--- src/rtl/gpio_apb_arbiter.sv ---
// gpio_apb_arbiter: round-robin APB3 master that shares one CoreGPIO slave port among NUM_REQ requesters
module gpio_apb_arbiter #(
    parameter int NUM_REQ   = 4,
    parameter int APB_WIDTH = 32,
    parameter int TIMEOUT   = 255
) (
    input  logic                         PCLK,
    input  logic                         PRESETN,
    input  logic [NUM_REQ-1:0]           REQ,
    input  logic [NUM_REQ-1:0]           REQ_WRITE,
    input  logic [NUM_REQ*8-1:0]         REQ_ADDR,
    input  logic [NUM_REQ*APB_WIDTH-1:0] REQ_WDATA,
    output logic [NUM_REQ-1:0]           DONE,
    output logic [APB_WIDTH-1:0]         RSP_RDATA,
    output logic                         RSP_ERR,
    output logic                         PSEL,
    output logic                         PENABLE,
    output logic                         PWRITE,
    output logic [7:0]                   PADDR,
    output logic [APB_WIDTH-1:0]         PWDATA,
    input  logic [APB_WIDTH-1:0]         PRDATA,
    input  logic                         PREADY,
    input  logic                         PSLVERR
);
    localparam int IW = $clog2(NUM_REQ);
    localparam int TW = $clog2(TIMEOUT + 2);

    typedef enum logic [1:0] {IDLE, SETUP, ACCESS, RESP} state_t;

    state_t               state_q, state_d;
    logic [IW-1:0]        grant_q, grant_d, last_q, last_d, win, idx;
    logic                 found, expired;
    logic                 pwrite_q, pwrite_d, err_q, err_d;
    logic [7:0]           paddr_q, paddr_d;
    logic [APB_WIDTH-1:0] pwdata_q, pwdata_d, rdata_q, rdata_d;
    logic [TW-1:0]        cnt_q, cnt_d;

    if (NUM_REQ < 2 || NUM_REQ > 8) begin : g_bad_num_req
        $error("gpio_apb_arbiter: NUM_REQ must be 2..8");
    end
    if (APB_WIDTH != 8 && APB_WIDTH != 16 && APB_WIDTH != 32) begin : g_bad_width
        $error("gpio_apb_arbiter: APB_WIDTH must be 8, 16 or 32");
    end

    // Walk offsets from the far end so the requester nearest last_q+1 is assigned last and wins.
    always_comb begin
        win   = last_q;
        idx   = last_q;
        found = 1'b0;
        for (int i = NUM_REQ; i >= 1; i--) begin
            idx = IW'((int'(last_q) + i) % NUM_REQ);
            if (REQ[idx]) begin
                win   = idx;
                found = 1'b1;
            end
        end
    end

    assign expired = (TIMEOUT != 0) && (int'(cnt_q) + 1 >= TIMEOUT);

    always_comb begin
        state_d  = state_q;
        grant_d  = grant_q;
        last_d   = last_q;
        pwrite_d = pwrite_q;
        paddr_d  = paddr_q;
        pwdata_d = pwdata_q;
        rdata_d  = rdata_q;
        err_d    = err_q;
        cnt_d    = cnt_q;
        case (state_q)
            IDLE: begin
                if (found) begin
                    state_d  = SETUP;
                    grant_d  = win;
                    pwrite_d = REQ_WRITE[win];
                    paddr_d  = REQ_ADDR[int'(win)*8 +: 8];
                    pwdata_d = REQ_WDATA[int'(win)*APB_WIDTH +: APB_WIDTH];
                    cnt_d    = '0;
                end
            end
            SETUP: state_d = ACCESS;
            ACCESS: begin
                if (PREADY) begin
                    state_d = RESP;
                    rdata_d = pwrite_q ? '0 : PRDATA;
                    err_d   = PSLVERR;
                end else if (expired) begin
                    state_d = RESP;
                    rdata_d = '0;
                    err_d   = 1'b1;
                end else begin
                    cnt_d = cnt_q + TW'(1);
                end
            end
            RESP: begin
                state_d = IDLE;
                last_d  = grant_q;
            end
            default: state_d = IDLE;
        endcase
    end

    always_ff @(posedge PCLK) begin
        if (!PRESETN) begin
            state_q  <= IDLE;
            grant_q  <= '0;
            last_q   <= IW'(NUM_REQ - 1);
            pwrite_q <= 1'b0;
            paddr_q  <= '0;
            pwdata_q <= '0;
            rdata_q  <= '0;
            err_q    <= 1'b0;
            cnt_q    <= '0;
        end else begin
            state_q  <= state_d;
            grant_q  <= grant_d;
            last_q   <= last_d;
            pwrite_q <= pwrite_d;
            paddr_q  <= paddr_d;
            pwdata_q <= pwdata_d;
            rdata_q  <= rdata_d;
            err_q    <= err_d;
            cnt_q    <= cnt_d;
        end
    end

    assign PSEL      = (state_q == SETUP) || (state_q == ACCESS);
    assign PENABLE   = state_q == ACCESS;
    assign PWRITE    = pwrite_q;
    assign PADDR     = paddr_q;
    assign PWDATA    = pwdata_q;
    assign RSP_RDATA = rdata_q;
    assign RSP_ERR   = err_q;
    assign DONE      = (state_q == RESP) ? NUM_REQ'(1) << grant_q : '0;
endmodule

--- config.mk ---
export PLATFORM = sky130hd
export DESIGN_NAME = gpio_apb_arbiter
export DESIGN_NICKNAME = d
export VERILOG_FILES = /design/src/rtl/gpio_apb_arbiter.sv
export SDC_FILE = /design/constraint.sdc
export NUM_CORES = 1
export LEC_CHECK = 0
export ABC_AREA = 1
export ABC_CLOCK_PERIOD_IN_PS = 5000
export CAP_MARGIN = 20
export CORE_AREA = 2 2 116 118
export DETAILED_ROUTE_END_ITERATION = 10
export DIE_AREA = 0 0 118 120
export GPL_ROUTABILITY_DRIVEN = 0
export PLACE_DENSITY = 0.95
export SETUP_SLACK_MARGIN = 0.5
export SLEW_MARGIN = 20
export SYNTH_ARGS = -nofsm -noshare
export SYNTH_HDL_FRONTEND = slang
export SYNTH_SLANG_ARGS = --single-unit
--- constraint.sdc ---
create_clock -name PCLK -period 5 [get_ports PCLK]
set_input_delay 1 -clock PCLK [delete_from_list [all_inputs] [get_ports PCLK]]
set_output_delay 1 -clock PCLK [all_outputs]
set_load 0.05 [all_outputs]
==> impl_results.md, run 1 <==
- Number of diodes: 0
- Syn Inst Count: between 900 and 1,000
- Ys async rst share: 0
- Power share of the clock group: 0.140
- Comb power frac: 0.635
- RSZ-0062 raised after global routing: no
- Setup CP Type: reg2out
- Metal-1 WL: about 7000 microns
- Drt pass-1 iters: 5
- Post-route setup TNS: 0 ps
- Delay-heaviest family, CP: buffers and inverters
- Number of global-route vias before repair: approximately 6,700
- CTS resizes: 0
- Leakage power total: between 4 and 5 nW
- Critical Path AT: roughly 2200 ps
- DIE HEIGHT: around 120 microns
- Worst slew margin: 0.3699
- Total CTS buffers: 9
- Worst min path class: reg2reg
- TritonCTS clock tree: done
- Port bufs: between 200 and 300
- Worst Path Required: 4000 ps
- Largest net degree at the start of global routing: 50
- Hold Buf Count CTS: 0
- Clock Path Buffers: 2
- R2R setup slack: about 2200 ps
- H-tree depth: 3
- Syn Area/Cell: between 5 and 6 sq um
- CP bufs+invs: 2
- Worst path slowest cell: clkdlybuf4s50_1
- Crit. End Element: primary output
- Hold path cells: 2
- Drt drc: 0
- Worst-skew pair later-pin latency: 340 ps
- Post-Syn Area: 5537 sq um
- Pint: between 2 and 2.5 mW
- VDD IR max: approximately 0.39 mV
- MaxCap Viol Count: 0
- Top post-synthesis cells by area: dfxtp_1 (32%), nand3_1 (17%), nand2_1 (16%), inv_1 (10%), nor2_1 (8.0%)
- Initial antenna violation count: 0
- Sw power: about 2.3 mW
- Vias per cell: between 5 and 6
- CP cell instances: inv_1 > ha_1 > clkdlybuf4s50_1
- Sequential share of the synthesized area: 0.3218
- Sw frac: 0.5155
- Final hold vios: 0
- Post-layout net count: 1,394
- First-pass GRT wire length: 31,040 microns
- Setup Viol. Count Final: 0
- Post-CTS Setup Inserts: 0
- Hold EP: RSP_RDATA[28]$_SDFFE_PN0P_
- Most common cell after layout, fill and taps aside: clkdlybuf4s50_1
- DP HPWL: ~14,000 microns
- Top FF cell, synth: dfxtp_1
- Reg-to-reg startpoint: cnt_q[0]$_SDFFE_PN0P_
- FF+latch count, synth: 89
- Slowest stage delay, CP: ~920 ps
- Status: finished, final reports clean
- Final Skew: between 6 and 7 ps
- Ys Warns: 0
- Crit path launch type: flip-flop
- Detailed-route wire length: 19,360 microns
- Post-route ant nets: 0
- Initial Util: 0.4265
- Area Growth Syn to Fin: 56.16%
- Hold Path Origin: RSP_RDATA[28]$_SDFFE_PN0P_
- Core region area: between 10,000 and 15,000 sq um
- Share of cells above drive strength 1: 0.04121
- Final WS setup: ~1800 ps
- Die area: around 14,000 sq um
- Crit share post-route: 0.6408
- Synth top area share: 0.3218
- Root Buffer: clkbuf_16
- Total gr overflow: 0
- Met2 wire len: roughly 9800 microns
- Slew Limit Fails: 0
- Period minus WS final: 3204 ps
- Sink Count: 89
- Horiz. Die Dim: ~120 microns
- Cell row count: 42
- Total track usage: 0.2696
- Post-synth EDFFs: 0
- Sequential share of power: 0.226
- Yosys cell types: 27
- Max FO, Critical Path: 14
- Via count: between 6,000 and 7,000
- Clock-pin slew on the worst setup and hold paths: 70 ps
- Num ports: about 280
- Synth Net Count: ~1,100
- Yosys top cell by area: dfxtp_1
- Max layer used: met4
- RR Endpoint: RSP_RDATA[7]$_SDFFE_PN0P_
- FMAX: 0.3121 GHz
- Worst slew pin tran: 941.8 ps
- Met3 wire length: 1755 microns
- WL per Instance: between 10 and 15 microns
- Initial DRC Count: 443
- R2R cell count: 13
- Place WS: 1645 ps
- Pwr per Cell Area: 523.8 nW/um^2
- Most frequent cells in the layout: clkdlybuf4s50_1 (283), nand2_1 (243), nand3_1 (187)
final cells by class:
type | instances | area [sq um]
Clock buffer | 11 | 232.7
Clock inverter | 5 | 41.29
Fill cell | 1118 | 4334
Inverter | 151 | 569.3
Multi-Input combinational cell | 641 | 2900
Sequential cell | 89 | 1782
Tap cell | 176 | 220.2
Timing Repair Buffer | 292 | 2900
synth_stat cells, types with 2 or more instances:
master / count
nor2_4: 2
xor2_1: 2
nor3_1: 2
nand3_2: 2
nor2_1: 118
nand2_2: 11
inv_1: 147
o211ai_1: 3
or2_2: 3
nand3_1: 187
buf_2: 28
a21oi_2: 2
buf_4: 7
clkbuf_1: 13
nand2_1: 243
ha_1: 6
o21ai_0: 4
buf_6: 4
a22oi_1: 10
dfxtp_1: 89
a21oi_1: 43
inv_2: 3
worst max-delay path by stage:
| stage | cells after the start | start | end | slack, ps |
|---|---|---|---|---|
| floorplan | 3 | state_q[1]$_SDFFE_PN0P_ | DONE[2] | 2690 |
| global placement | 12 | REQ[0] | PADDR[6]$_SDFFE_PN0P_ | 1730 |
| detailed placement | 12 | REQ[0] | PWDATA[31]$_SDFFE_PN0P_ | 1640 |
| CTS | 3 | state_q[0]$_SDFFE_PN0P_ | PENABLE | 1790 |
| global route | 3 | state_q[0]$_SDFFE_PN0P_ | PENABLE | 1690 |
| finish | 3 | state_q[0]$_SDFFE_PN0P_ | PENABLE | 1800 |
logic make-up (layout without fill, tap and decap cells):
logic type / after synthesis / in the layout / synth area share
simple gates: 568 / 568 / 0.4391
buf+inv: 204 / 459 / 0.1553
flops: 89 / 89 / 0.3218
compound gates: 64 / 64 / 0.06554
fa+ha+maj: 6 / 6 / 0.01356
xor+xnor: 3 / 3 / 0.004747
tightest hold or removal path, stage by stage (launching register included):
cell and delay, ps:
dfxtp_1 310, nand2_1 60, a21oi_1 50
state kept, by name, indices dropped and copies added, names as in the netlist:
signal     cells
grant_q        2
PADDR          8
PWRITE         1
last_q         2
PWDATA        32
state_q        2
RSP_RDATA     32
cnt_q          9
RSP_ERR        1
per-layer routing:
metal | up-vias | track usage
met5 | - | 0
li1 | 3384 | -
met2 | 353 | 0.5047
met3 | 47 | 0.06702
met1 | 3061 | 0.2837
met4 | 0 | 0.1227
through the flow:
| step | hold WS (ps) | instance area (sq um) | power (mW) | instances | util |
|---|---|---|---|---|---|
| finish | 459.9 | 8646 | 4.528 | 1365 | 0.6661 |
| global route | 479.8 | 8646 | 4.850 | 1365 | 0.6661 |
| CTS | 462.7 | 8646 | 4.533 | 1365 | 0.6661 |
| detailed placement | 453.0 | 8372 | 3.885 | 1349 | 0.6450 |
| global placement | 446.5 | 8372 | 3.811 | 1349 | 0.6450 |
| floorplan | 457.3 | 5537 | 3.103 | 934 | - |
power by group through the flow:
stage	sequential (mW)	combinational (mW)	clock (mW)
6_report	1.02	2.87	0.634
2_1_floorplan	1.51	1.60	0
5_1_grt	1.04	3.13	0.676
4_1_cts	1.02	2.86	0.650
3_5_place_dp	1.03	2.85	0
3_3_place_gp	1.02	2.79	0
Power figures use the tool's default switching activity.
==> run 2: changes to the inputs <==
--- a/config.mk
+++ b/config.mk
@@ -6,13 +6,13 @@
 export NUM_CORES = 1
 export LEC_CHECK = 0
 export ABC_AREA = 1
-export ABC_CLOCK_PERIOD_IN_PS = 5000
+export ABC_CLOCK_PERIOD_IN_PS = 3300
 export CAP_MARGIN = 20
-export CORE_AREA = 2 2 116 118
+export CORE_AREA = 2 2 120 122
 export DETAILED_ROUTE_END_ITERATION = 10
-export DIE_AREA = 0 0 118 120
+export DIE_AREA = 0 0 122 124
 export GPL_ROUTABILITY_DRIVEN = 0
-export PLACE_DENSITY = 0.95
+export PLACE_DENSITY = 0.92
 export SETUP_SLACK_MARGIN = 0.5
 export SLEW_MARGIN = 20
 export SYNTH_ARGS = -nofsm -noshare
==> constraint.sdc (replaced) <==
create_clock -name PCLK -period 3.3 [get_ports PCLK]
set_input_delay 0.66 -clock PCLK [delete_from_list [all_inputs] [get_ports PCLK]]
set_output_delay 0.66 -clock PCLK [all_outputs]
set_load 0.05 [all_outputs]
==> impl_results.md, run 2 (synthesis results as in run 1) <==
- Status: finished, final reports clean (unchanged)
- Port bufs: 283 (unchanged)
- TritonCTS clock tree: done (unchanged)
- Vias per cell: 5.039 (was 5.015)
- Total gr overflow: 0 (unchanged)
- Filler Cell Count: 1,231 (was 1,118)
- DP HPWL: 15,120 microns (was 14,490 microns)
- Sink Count: 89 (unchanged)
- Hold Buf Count CTS: 0 (unchanged)
- Pwr per Cell Area: 792.0 nW/um^2 (was 523.8 nW/um^2)
- Most common cell after layout, fill and taps aside: clkdlybuf4s50_1 (unchanged)
- Setup Viol. Count Final: 0 (unchanged)
- Post-route ant nets: 0 (unchanged)
- Final WS setup: 604.0 ps (was 1796 ps)
- Clock-pin slew on the worst setup and hold paths: 60 ps (was 70 ps)
- Worst-skew pair later-pin latency: 340 ps (about the same)
- Detailed-route wire length: 19,720 microns (was 19,360 microns)
- Most frequent cells in the layout: clkdlybuf4s50_1 (280), nand2_1 (243), nand3_1 (187) (was clkdlybuf4s50_1 (283), nand2_1 (243), nand3_1 (187))
- Setup CP Type: reg2out (unchanged)
- Crit. End Element: primary output (unchanged)
- MaxCap Viol Count: 0 (unchanged)
- Worst hold margin: 461.9 ps (was 459.9 ps)
- Drt pass-1 iters: 5 (unchanged)
- Crit share post-route: 0.8170
- CP bufs+invs: 1 (was 2)
- Area Growth Syn to Fin: 57.99% (was 56.16%)
- VDD IR max: 0.6286 mV (was 0.3852 mV)
- Critical Path AT: 2040 ps (was 2200 ps)
- DIE HEIGHT: 124 microns (was 120 microns)
- First-pass GRT wire length: 30,560 microns (was 31,040 microns)
- Total CTS buffers: 9 (unchanged)
- Post-layout net count: 1,403 (was 1,394)
- CTS resizes: 0 (unchanged)
- Via count: 6,934 (was 6,845)
- Worst Path Required: 2640 ps (was 4000 ps)
- RSZ-0062 raised after global routing: no (unchanged)
- Number of global-route vias before repair: 6,542 (was 6,682)
- Place WS: 469.3 ps (was 1645 ps)
- Delay-heaviest family, CP: buffers and inverters (unchanged)
- Worst path slowest cell: clkdlybuf4s50_1 (unchanged)
- Horiz. Die Dim: 122 microns (was 118 microns)
- Die area: 15,130 sq um (was 14,160 sq um)
- Period minus WS final: 2696 ps
- Drt drc: 0 (unchanged)
- Worst min path class: reg2reg (unchanged)
- FMAX: approximately 0.37 GHz
- Number of diodes: 0 (unchanged)
- Max FO, Critical Path: 5 (was 14)
- Initial antenna violation count: 0 (unchanged)
- Crit path launch type: flip-flop (unchanged)
- Root Buffer: clkbuf_16 (unchanged)
- Worst slew margin: 0.5976 (was 0.3699)
- Clock Path Buffers: 2 (unchanged)
- Total track usage: 0.2547 (was 0.2696)
- Leakage power total: 4.196 nW (was 4.080 nW)
- Share of cells above drive strength 1: 0.04849 (was 0.04121)
- Initial DRC Count: 392 (was 443)
- WL per Instance: 14.33 microns (was 14.18 microns)
- CP cell instances: ha_1 > nand2_1 > nor2_1 > clkdlybuf4s50_1 (was inv_1 > ha_1 > clkdlybuf4s50_1)
- Initial Util: 0.4036 (was 0.4265)
- Core region area: 13,720 sq um (was 12,980 sq um)
- Slew Limit Fails: 0 (unchanged)
- Worst slew pin tran: 601.7 ps (was 941.8 ps)
- H-tree depth: 3 (unchanged)
- Cell row count: 43 (was 42)
- Post-CTS Setup Inserts: 0 (unchanged)
- Largest net degree at the start of global routing: 43 (was 50)
- Num ports: 284 (unchanged)
- Final Skew: 7.173 ps (was 6.570 ps)
- Post-route setup TNS: 0 ps (unchanged)
- Slowest stage delay, CP: 840 ps (was 920 ps)
- Final hold vios: 0 (unchanged)
## run 2: changes by cell type in the layout (fill, tap and decap cells not counted), sizes merged
| cell | change |
|---|---|
| buf | +9 |
| clkdlybuf4s50 | -3 |
| dlymetal6s2s | +3 |
| clkinvlp | -1 |
| inv | -1 |
## run 2: stage by stage
step | util | power, mW | instances | instance area, sq um
after CTS | 0.6370 | 6.948 | 1376 | 8740
after detailed placement | 0.6173 | 5.969 | 1362 | 8469
after global placement | 0.6173 | 5.877 | 1362 | 8469
after floorplan | - | 4.702 | 934 | 5537
after global routing | 0.6376 | 7.446 | 1376 | 8747
final | 0.6376 | 6.928 | 1376 | 8747
## run 2: power by group
part | leakage [nW] | internal (mW) | switching [mW]
Clock | 0.133 | 0.540 | 0.412
Sequential | 0.731 | 1.36 | 0.187
Combinational | 3.33 | 1.54 | 2.89
Total | 4.20 | 3.44 | 3.49
## run 2: layout make-up
class / count / area (sq um) / area share
clock buffer: 11 / 252.7 / 0.02889
multi-input combinational: 641 / 2900 / 0.3316
inverter: 151 / 569.3 / 0.06508
clock inverter: 3 / 17.52 / 0.002003
sequential: 89 / 1782 / 0.2037
tap: 180 / 225.2 / 0.02575
timing repair buffer: 301 / 3000 / 0.3430
## run 2: worst paths after layout
path / from / to / slack, ps / depth (start not counted)
setup / recovery: state_q[1]$_SDFFE_PN0P_ / DONE[0] / 600 / 4
hold / removal: RSP_RDATA[21]$_SDFFE_PN0P_ / RSP_RDATA[21]$_SDFFE_PN0P_ / 460 / 2
setup reg to reg: cnt_q[1]$_SDFFE_PN0P_ / RSP_RDATA[11]$_SDFFE_PN0P_ / 980 / 13
hold reg to reg: RSP_RDATA[21]$_SDFFE_PN0P_ / RSP_RDATA[21]$_SDFFE_PN0P_ / 460 / 2
## run 2: layer usage
layer	share of wire	global-route usage	wire length (microns)
met1	0.36	0.2635	7092
met2	0.50	0.4682	9916
met3	0.10	0.08242	2070
met4	0.032	0.1157	638
met5	0	0	0
## run 2: worst reg2reg max path, delay by kind of cell (launching register included)
kind,cells,cell delay [ps]
fa+ha+maj,1,180
simple gates,8,820
buf+inv,2,450
compound gates,2,360
flops,1,380
==> run 3: changes to the inputs <==
--- a/config.mk
+++ b/config.mk
@@ -6,7 +6,7 @@
 export NUM_CORES = 1
 export LEC_CHECK = 0
 export ABC_AREA = 1
-export ABC_CLOCK_PERIOD_IN_PS = 3300
+export ABC_CLOCK_PERIOD_IN_PS = 2600
 export CAP_MARGIN = 20
 export CORE_AREA = 2 2 120 122
 export DETAILED_ROUTE_END_ITERATION = 10
==> constraint.sdc (replaced) <==
create_clock -name PCLK -period 2.6 [get_ports PCLK]
set_input_delay 0.52 -clock PCLK [delete_from_list [all_inputs] [get_ports PCLK]]
set_output_delay 0.52 -clock PCLK [all_outputs]
set_load 0.05 [all_outputs]
==> impl_results.md, run 3 (synthesis results as in run 1) <==
- Grt peak-use layer: met2 (unchanged)
- Setup CP Type: reg2out (unchanged)
- Core region area: 13,720 sq um (unchanged)
- DP HPWL: 14,930 microns (was 15,120 microns)
- Post-route setup TNS: 0 ps (unchanged)
- FMAX: roughly 0.47 GHz
- GR Layer Usage met1: 0.2760 (was 0.2635)
- Crit path launch type: flip-flop (unchanged)
- Clock-pin slew on the worst setup and hold paths: 70 ps (was 60 ps)
- GRT met2 Usage: 0.4543 (was 0.4682)
- CP cell instances: clkdlybuf4s50_1 (was ha_1 > nand2_1 > nor2_1 > clkdlybuf4s50_1)
- Die area: 15,130 sq um (unchanged)
- Total CTS buffers: 9 (unchanged)
- MaxCap Viol Count: 0 (unchanged)
- Initial DRC Count: 605 (was 392)
- Filler Cell Count: 1,115 (was 1,231)
- Number of global-route vias before repair: 6,587 (was 6,542)
- Worst Path Required: 2080 ps (was 2640 ps)
- Number of diodes: 0 (unchanged)
- Setup Viol. Count Final: 0 (unchanged)
- Largest net degree at the start of global routing: 49 (was 43)
- Horiz. Die Dim: 122 microns (unchanged)
- Critical Path AT: 1610 ps (was 2040 ps)
- Root Buffer: clkbuf_16 (unchanged)
- WL per Instance: 15.41 microns (was 14.33 microns)
- Num ports: 284 (unchanged)
- Worst-skew pair later-pin latency: 340 ps (about the same)
- TritonCTS clock tree: done (unchanged)
- Power Total: 9.667 mW (was 6.928 mW)
- H-tree depth: 3 (unchanged)
- Area Growth Syn to Fin: 67.19% (was 57.99%)
- RSZ-0062 raised after global routing: yes (was no)
- Worst slew margin: 0.5899 (was 0.5976)
- Hold Buf Count CTS: 0 (unchanged)
- First-pass GRT wire length: 30,690 microns (was 30,560 microns)
- Initial antenna violation count: 0 (unchanged)
- Slowest stage delay, CP: 840 ps (about the same)
- Port bufs: 283 (unchanged)
- Crit. End Element: primary output (unchanged)
- Status: finished, final reports clean (unchanged)
- Max FO, Critical Path: 2 (was 5)
- Drt pass-1 iters: 5 (unchanged)
- Most frequent cells in the layout: clkdlybuf4s50_1 (272), nand2_1 (236), nand3_1 (186) (was clkdlybuf4s50_1 (280), nand2_1 (243), nand3_1 (187))
- CP bufs+invs: 1 (unchanged)
- DIE HEIGHT: 124 microns (unchanged)
- Worst path slowest cell: clkdlybuf4s50_1 (unchanged)
- Total track usage: 0.2543 (was 0.2547)
- Final Skew: 6.579 ps (was 7.173 ps)
- Post-route ant nets: 0 (unchanged)
- Crit share post-route: 0.8193
- Period minus WS final: 2130 ps
- Final hold vios: 0 (unchanged)
- Delay-heaviest family, CP: buffers and inverters (unchanged)
- Total gr overflow: 0 (unchanged)
- Leakage power total: 4.438 nW (was 4.196 nW)
- Slew Limit Fails: 0 (unchanged)
- Via count: 7,184 (was 6,934)
- Most common cell after layout, fill and taps aside: clkdlybuf4s50_1 (unchanged)
- Design Area, Final: 9256 sq um (was 8747 sq um)
- GR Layer Usage met3: 0.07830 (was 0.08242)
- Share of cells above drive strength 1: 0.08852 (was 0.04849)
- Detailed-route wire length: 21,570 microns (was 19,720 microns)
- VDD IR max: 0.7962 mV (was 0.6286 mV)
- Clock Path Buffers: 2 (unchanged)
- Pwr per Cell Area: 1044 nW/um^2 (was 792.0 nW/um^2)
- Post-layout net count: 1,425 (was 1,403)
- Cell row count: 43 (unchanged)
- Vias per cell: 5.131 (was 5.039)
- Worst slew pin tran: 617.6 ps (was 601.7 ps)
- Sink Count: 89 (unchanged)
- Initial Util: 0.4036 (unchanged)
- Drt drc: 0 (unchanged)
- DP Area: 8587 sq um (was 8469 sq um)
- Worst min path class: reg2reg (unchanged)
-- run 3: worst paths after layout --
path / startpoint / endpoint / slack (ps) / depth (start not counted)
max: PWDATA[18]$_SDFFE_PN0P_ / PWDATA[18] / 470 / 1
min: RSP_RDATA[21]$_SDFFE_PN0P_ / RSP_RDATA[21]$_SDFFE_PN0P_ / 460 / 2
max reg2reg: last_q[0]$_SDFFE_PN1P_ / PWDATA[8]$_SDFFE_PN0P_ / 600 / 15
min reg2reg: RSP_RDATA[21]$_SDFFE_PN0P_ / RSP_RDATA[21]$_SDFFE_PN0P_ / 460 / 2
-- run 3: cell type report --
class                   count  area, sq um  area share
multi-input cells         642         3014      0.3256
clock inverters             5        31.28    0.003379
clock buffers              11        242.7     0.02622
well taps                 180        225.2     0.02433
flip-flops and latches     89         1788      0.1932
repair buffers            322         3383      0.3655
inverters                 151        571.8     0.06177
-- run 3: worst min-delay path, stage by stage, from the launching register on --
cell	delay, ps
dfxtp_1	310
nand2_1	60
a21oi_1	50
-- run 3: metal layers --
layer / vias up / wire, microns
met5: - / 0
met4: 0 / 882
met3: 65 / 2200
met2: 403 / 10650
met1: 3262 / 7836
li1: 3454 / -
-- run 3: per-stage QoR --
stage | util | hold slack (ps) | std cells | setup WS, ps
after floorplan | - | 457.3 | 934 | 619.9
after global placement | 0.6259 | 447.1 | 1368 | 255.9
after detailed placement | 0.6259 | 453.4 | 1368 | 175.9
after CTS | 0.6449 | 460.7 | 1384 | 436.6
after global routing | 0.6747 | 471.8 | 1400 | 434.6
final | 0.6747 | 461.3 | 1400 | 469.9
-- run 3: timing repair --
item	in CTS	in global routing
buffers inserted	0	8
gates resized for setup	25	44
setup endpoints to repair	14	90
gates cloned	0	8
hold endpoints to repair	0	0
pin swaps	0	8
-- run 3: where the power goes --
part | internal [mW] | switching (mW)
Combinational | 2.47 | 3.99
Sequential | 1.73 | 0.249
Clock | 0.672 | 0.559
